`src/rtl/eth_tx_fcs_ctrl.sv`:
```
// Ethernet TX sequencer: passes payload, zero-pads to MIN_FRAME and appends the reflected CRC-32 FCS.
// Output is registered with one cycle of latency; m_ready stalls hold the output and drop s_ready. IFG_CYCLES idle cycles separate frames.
module eth_tx_fcs_ctrl #(
  parameter int MIN_FRAME  = 60,
  parameter int IFG_CYCLES = 12
) (
  input  logic       clk,
  input  logic       reset_n,
  input  logic       s_valid,
  input  logic [7:0] s_data,
  input  logic       s_last,
  output logic       s_ready,
  output logic       m_valid,
  output logic [7:0] m_data,
  output logic       m_last,
  input  logic       m_ready,
  output logic       busy,
  output logic       frame_done
);

  localparam int CW = $clog2(MIN_FRAME + 2);
  localparam int IW = $clog2(IFG_CYCLES + 2);
  localparam logic [CW-1:0] MIN_C = CW'(MIN_FRAME);
  localparam logic [IW-1:0] IFG_C = IW'(IFG_CYCLES);

  typedef enum logic [2:0] {
    ST_IDLE,
    ST_DATA,
    ST_PAD,
    ST_FCS,
    ST_IFG
  } state_t;

  function automatic logic [31:0] crc_byte(input logic [31:0] crc, input logic [7:0] d);
    logic [31:0] c;
    c = crc ^ {24'b0, d};
    for (int i = 0; i < 8; i++) begin
      c = c[0] ? ((c >> 1) ^ 32'hEDB88320) : (c >> 1);
    end
    return c;
  endfunction

  state_t        state_q, state_d;
  logic [31:0]   crc_q, crc_d;
  logic [CW-1:0] byte_cnt_q, byte_cnt_d;
  logic [1:0]    fcs_idx_q, fcs_idx_d;
  logic [IW-1:0] ifg_cnt_q, ifg_cnt_d;
  logic          m_valid_q, m_valid_d;
  logic [7:0]    m_data_q, m_data_d;
  logic          m_last_q, m_last_d;
  logic          frame_done_q, frame_done_d;

  logic          out_free;
  logic          in_hs;
  logic          last_hs;
  logic [CW-1:0] cnt_inc;
  logic [IW-1:0] ifg_cnt_inc;
  logic [31:0]   fcs_word;
  logic [7:0]    fcs_byte;

  assign out_free    = !m_valid_q || m_ready;
  assign s_ready     = ((state_q == ST_IDLE) || (state_q == ST_DATA)) && out_free;
  assign in_hs       = s_valid && s_ready;
  assign last_hs     = m_valid_q && m_ready && m_last_q;
  // Saturating: long frames keep counting at MIN_FRAME so the pad decision stays valid.
  assign cnt_inc     = (byte_cnt_q < MIN_C) ? byte_cnt_q + CW'(1) : byte_cnt_q;
  assign ifg_cnt_inc = ifg_cnt_q + IW'(1);
  assign fcs_word    = ~crc_q;
  assign fcs_byte    = fcs_word[{fcs_idx_q, 3'b000} +: 8];

  assign m_valid    = m_valid_q;
  assign m_data     = m_data_q;
  assign m_last     = m_last_q;
  assign frame_done = frame_done_q;
  assign busy       = (state_q != ST_IDLE);

  always_comb begin
    state_d      = state_q;
    crc_d        = crc_q;
    byte_cnt_d   = byte_cnt_q;
    fcs_idx_d    = fcs_idx_q;
    ifg_cnt_d    = ifg_cnt_q;
    m_valid_d    = m_valid_q;
    m_data_d     = m_data_q;
    m_last_d     = m_last_q;
    frame_done_d = last_hs;

    if (out_free) begin
      m_valid_d = 1'b0;
      m_last_d  = 1'b0;
    end

    case (state_q)
      ST_IDLE: begin
        if (in_hs) begin
          crc_d      = crc_byte(32'hFFFFFFFF, s_data);
          byte_cnt_d = CW'(1);
          m_valid_d  = 1'b1;
          m_data_d   = s_data;
          if (s_last) state_d = (CW'(1) < MIN_C) ? ST_PAD : ST_FCS;
          else        state_d = ST_DATA;
        end
      end
      ST_DATA: begin
        if (in_hs) begin
          crc_d      = crc_byte(crc_q, s_data);
          byte_cnt_d = cnt_inc;
          m_valid_d  = 1'b1;
          m_data_d   = s_data;
          if (s_last) state_d = (cnt_inc < MIN_C) ? ST_PAD : ST_FCS;
        end
      end
      ST_PAD: begin
        if (out_free) begin
          crc_d      = crc_byte(crc_q, 8'h00);
          byte_cnt_d = cnt_inc;
          m_valid_d  = 1'b1;
          m_data_d   = 8'h00;
          if (cnt_inc >= MIN_C) state_d = ST_FCS;
        end
      end
      ST_FCS: begin
        // fcs_idx wraps back to 0 after the fourth byte, ready for the next frame.
        if (out_free) begin
          m_valid_d = 1'b1;
          m_data_d  = fcs_byte;
          fcs_idx_d = fcs_idx_q + 2'd1;
          if (fcs_idx_q == 2'd3) begin
            m_last_d = 1'b1;
            state_d  = ST_IFG;
          end
        end
      end
      ST_IFG: begin
        // Nothing is loaded in IFG, so m_valid_q high means the m_last byte is still pending.
        if (m_valid_q) begin
          if (last_hs) begin
            ifg_cnt_d = '0;
            if (IFG_CYCLES == 0) state_d = ST_IDLE;
          end
        end else if (ifg_cnt_inc >= IFG_C) begin
          state_d = ST_IDLE;
        end else begin
          ifg_cnt_d = ifg_cnt_inc;
        end
      end
      default: state_d = ST_IDLE;
    endcase
  end

  always_ff @(posedge clk or negedge reset_n) begin
    if (!reset_n) begin
      state_q      <= ST_IDLE;
      crc_q        <= 32'hFFFFFFFF;
      byte_cnt_q   <= '0;
      fcs_idx_q    <= '0;
      ifg_cnt_q    <= '0;
      m_valid_q    <= 1'b0;
      m_data_q     <= 8'h00;
      m_last_q     <= 1'b0;
      frame_done_q <= 1'b0;
    end else begin
      state_q      <= state_d;
      crc_q        <= crc_d;
      byte_cnt_q   <= byte_cnt_d;
      fcs_idx_q    <= fcs_idx_d;
      ifg_cnt_q    <= ifg_cnt_d;
      m_valid_q    <= m_valid_d;
      m_data_q     <= m_data_d;
      m_last_q     <= m_last_d;
      frame_done_q <= frame_done_d;
    end
  end

endmodule
```
`config.mk`:
```
export PLATFORM = sky130hd
export DESIGN_NAME = eth_tx_fcs_ctrl
export DESIGN_NICKNAME = d
export VERILOG_FILES = /design/src/rtl/eth_tx_fcs_ctrl.sv
export SDC_FILE = /design/constraint.sdc
export NUM_CORES = 1
export LEC_CHECK = 0
export CELL_PAD_IN_SITES_DETAIL_PLACEMENT = 1
export CELL_PAD_IN_SITES_GLOBAL_PLACEMENT = 1
export CORE_MARGIN = 2
export CORE_UTILIZATION = 49
export DETAILED_ROUTE_END_ITERATION = 6
export PLACE_DENSITY_LB_ADDON = 0.1
export SLEW_MARGIN = 10
export SYNTH_ARGS = -nofsm -noshare
export SYNTH_HDL_FRONTEND = slang
export SYNTH_SLANG_ARGS = --single-unit
```
`constraint.sdc`:
```
create_clock -name clk -period 2.4 [get_ports clk]
set_input_delay 0.24 -clock clk [delete_from_list [all_inputs] [get_ports clk]]
set_output_delay 0.24 -clock clk [all_outputs]
set_load 0.01 [all_outputs]
```
Word level (Yosys, flattened, before mapping)
Index checks and enable logic that the tools add are counted.
Word-level totals
  word-level logic and storage cells: 139
  flip-flop bits (word level): 58
  input port bits: 13
  output and inout port bits: 13
Cells by class
  add/subtract/negate cells: 3
  eq/ne operators: 17
  mux-type cells: 60
  magnitude comparators: 4
  bitwise logic cells: 27
  reductions and logical operators: 18
  shift-type cells: 1
Operators with widths (number)
  32-bit two-way mux: 27
  13-bit inverter with 14-bit output: 24
  32-bit one-hot mux with 3 select lines: 1
  32-bit inverter: 1
  8-bit inverter with 32-bit output: 1
  32-bit by 6-bit variable part select with 8-bit output: 1
  32-bit by 8-bit XOR with 32-bit output: 1
  3-bit two-way mux: 9
  6-bit two-way mux: 4
  8-bit two-way mux: 3
  8-bit one-hot mux with 3 select lines: 1
  2-bit inequality test (second input constant): 10
  6-bit one-hot mux with 3 select lines: 1
  3-bit one-hot mux with 5 select lines: 1
  6-bit less-than comparator (second input constant): 2
  4-bit two-way mux: 3
  9-bit AND reduction: 1
  3-bit nonzero test: 3
  1-bit two-way mux: 8
  4-bit AND reduction: 2
  6-bit by 1-bit adder with 6-bit output (second input constant): 1
  3-bit by 2-bit equality test with 1-bit output (second input constant): 2
  6-bit greater-or-equal comparator (second input constant): 1
  4-bit by 1-bit adder with 4-bit output (second input constant): 1
  other kinds (15): 21

Depth between registers and ports, before layout
  word-level depth: 19
  gate-level depth with buffers: 7
  gate-level depth less buffers: 6

Worst setup path after synthesis
OpenSTA, ideal clock, no wires.
  kind: reg-to-reg
  start: reg crc_q[1]
  end: reg crc_q[17]
  clock period less this slack: 1.986 ns
  data arrival time: 1.926 ns
  required time: 2.339 ns
  library setup time: 0.061 ns
  buffers on the path: 1
  path slack: 0.414 ns
  stages on the path, launching flop included: 7
  path through: dfstp_2 buf_4 xnor2_4 xnor3_1 xor3_1 nor2_1 o22a_1
On the way
  cells in the longest elaborated chain, start to end: 14
  elaborated cells on any way between the ends: 26
  those cells by class: 19 x mux; 7 x bitwise
Ends and longest elaborated chain
  from (decl): line 44  | logic [31:0] crc_q, crc_d;
  from (signal assigned): line 164  | crc_q <= crc_d;
  32-bit by 8-bit XOR with 32-bit output: line 36  | c = crc ^ {24'b0, d};
  32-bit two-way mux (3 in series): line 38  | c = c[0] ? ((c >> 1) ^ 32'hEDB88320) : (c >> 1);
  13-bit inverter with 14-bit output (no source line)
  32-bit two-way mux: line 38
  13-bit inverter with 14-bit output (no source line)
  32-bit two-way mux: line 38
  13-bit inverter with 14-bit output (no source line)
  32-bit two-way mux (3 in series): line 38
  32-bit two-way mux: line 105  | if (in_hs) begin
  32-bit one-hot mux with 3 select lines *: line 93  | case (state_q)
Every way passes the cells marked *; elsewhere a longest branch is shown, timed or not. The select of a mux whose other input is x is not followed.
A chain may end at the register's enable or synchronous reset.

Worst setup path in the final report
Ends and elaborated chain as after synthesis.

==> metrics <==
run status finished clean; Clock Skew 0.0132 ns; post-synthesis sequential area ratio 27.6%; die area 0.0119 mm2; Distinct cells, synth 59; Post-Synthesis Cells 569; Post-synth EDFFs 0; GRT Resource Usage Total 32.9%; Synth area leader xnor2_1; Clock Path Buffers 2; Req. time, crit path 2.72 ns; CTS Buf Count 9; beginning of the worst register-to-register path crc_q[1]; drt drc 0; worst-margin pin slew 0.749 ns; Post-synth top cells xnor2_1 (108), nor2_1 (61), nand2_1 (37); FP Rows 38; Syn Nets 585; CP startpoint crc_q[1]; CTS tree yes; WL per Instance 24.2 um; Core Area 0.0108 mm2; period utilization 94.1%; Final ANT Viol Nets 0; Final Instance Count excl. Fillers 770; Critical Path AT 2.57 ns; async set or reset register ratio after synthesis 100%; nature of the critical path endpoint flip-flop; Die H 109 um; Ys Warns 0; max incr delay on CP 0.76 ns; root buf cell clkbuf_8; vias per cell 6.14; Die X 109 um; minimum clock period 2.26 ns; worst rel slew slack 50.1%; worst-path maximum fanout 9; RSZ-0062 raised after global routing false; IO buf count 25; Worst-path clk slew 0.08 ns; Slew Limit Fails 0; Hold-fix buffers, CTS 1; Iter 0 DRT Violations 335; Initial Utilization 50.1%; first-pass GRT wire length 28.0 mm; wire length on met2 9.26 mm; synthesized flop and latch total 58; met3 WL post-DR 957 um; Mapped Area 0.00541 mm2; worst min-delay path class in -> async; top cell type's share of synthesized area 17.5%; Critical Path Slowest Stage Cell dfstp_2; final setup vio count 0; NumNets Final 641; crit start category flip-flop; most common cell in the synthesized netlist xnor2_1; clk_lat worst skew 0.37 ns; Detailed Routing Iterations Pass 1 5; H-tree depth 3; share of layout cells above drive strength 1 21.4%; syn_area_per_cell 9.50 um2; HPWL after detailed placement 13.7 mm; final antenna diode count 0; Max Cap Viol 0; Post-CTS Setup Inserts 0; Layout area overhead 18.1%; Area contributors post-synth xnor2_1 (17%), dfstp_2 (16%), dfrtp_1 (12%); final WL 18.6 mm; Most used DFF post-synth dfstp_2; top sig layer met4; I/O Pins 26; Setup CP Type reg -> reg; DRT met1 WL 7.66 mm; CTS resizes 0; clock sinks 58; number of fill cells in the layout 1219; final hold vios 0; area of the multi-input gates 0.00369 mm2; Seq. cell area 0.00149 mm2; vias post-DR 4727; gp weighted congestion 0.973; antenna violations before repair 0; Fmax achieved 443 MHz; Placed Cells 753; GRT overflow 0; worst-path cell chain xnor2_4 -> xnor3_1 -> xor3_1 -> nor2_1 -> o22a_1; largest net degree at the start of global routing 23; vias in the first global route 4881
==> cells by family (layout without fill, tap and decap cells) <==
logic type      count (synthesis)  count (layout)  share of synthesized area, %
compound gates                136             136                          16.8
xor+xnor                      165             165                          33.8
fa+ha+maj                       3               3                         0.694
buf+inv                        51             112                          4.40
flops                          58              58                          27.6
mux                            16              16                          4.88
simple gates                  140             140                          11.8
==> path summary, 6_finish.rpt <==
| path | to | slack, ns | depth (start not counted) |
|---|---|---|---|
| setup / recovery | crc_q[17] | 0.14 | 5 |
| setup reg to reg | crc_q[17] | 0.14 | 5 |
| hold reg to reg | crc_q[8] | 0.51 | 2 |
| max in group asynchronous | crc_q[31] | 1.21 | 3 |
| min in group clk | crc_q[8] | 0.51 | 2 |
| hold / removal | m_data[5] | 0.39 | 2 |
==> layout make-up <==
cell class	instances	area share, %
clock buffers	12	2.27
multi-input cells	460	57.9
inverters	7	0.412
repair buffers	89	11.8
flip-flops and latches	58	23.4
clock inverters	4	1.55
well taps	140	2.74
==> state kept, by name, indices dropped and copies added, names as in the netlist, named ones only <==
register,count
frame_done,1
crc_q,32
fcs_idx_q,2
m_data,8
ifg_cnt_q,4
m_valid,1
state_q,3
byte_cnt_q,6
==> critical path, delay by kind of cell (launching register included) <==
family | cells | cell delay (ns)
xor gates and xnor gates | 3 | 1.11
AOI/OAI and AO/OA | 1 | 0.18
DFF | 1 | 0.76
and+or+nand+nor | 1 | 0.15
==> stage by stage <==
stage	util, %	worst slack, ns	cell area [um2]	setup TNS (ns)	hold WS, ns
final	59.2	0.142	6380	0	0.393
after global routing	59.2	0.0662	6380	0	0.436
after CTS	59.2	0.141	6380	0	0.401
after detailed placement	56.8	-0.0308	6130	-0.0515	0.263
after global placement	56.8	-0.00557	6130	-0.00557	0.260
after floorplan	-	0.414	5410	0	-0.0556
==> layer usage <==
layer,track usage (%),vias up
li1,-,2119
met1,40.3,2388
met2,56.9,165
met3,5.98,55
met4,13.2,0
met5,0,-
==> cell usage in the layout, fill, tap and decap left out, types with 8 or more instances in the layout <==
cell and instances:
nand2_1 37, buf_4 61, nor2_1 61, xor2_1 26, xnor3_1 14, clkbuf_8 10
o21ai_0 20, xnor2_2 9, clkdlybuf4s50_1 24, mux4_2 8, xnor2_1 108, a21oi_1 36
o31ai_1 8, dfstp_2 32, a31oi_1 16, dfrtp_1 26
Power is left out: the tool's default activity adds up to more than one toggle a clock period on the data nets, which glitch-free logic cannot reach.
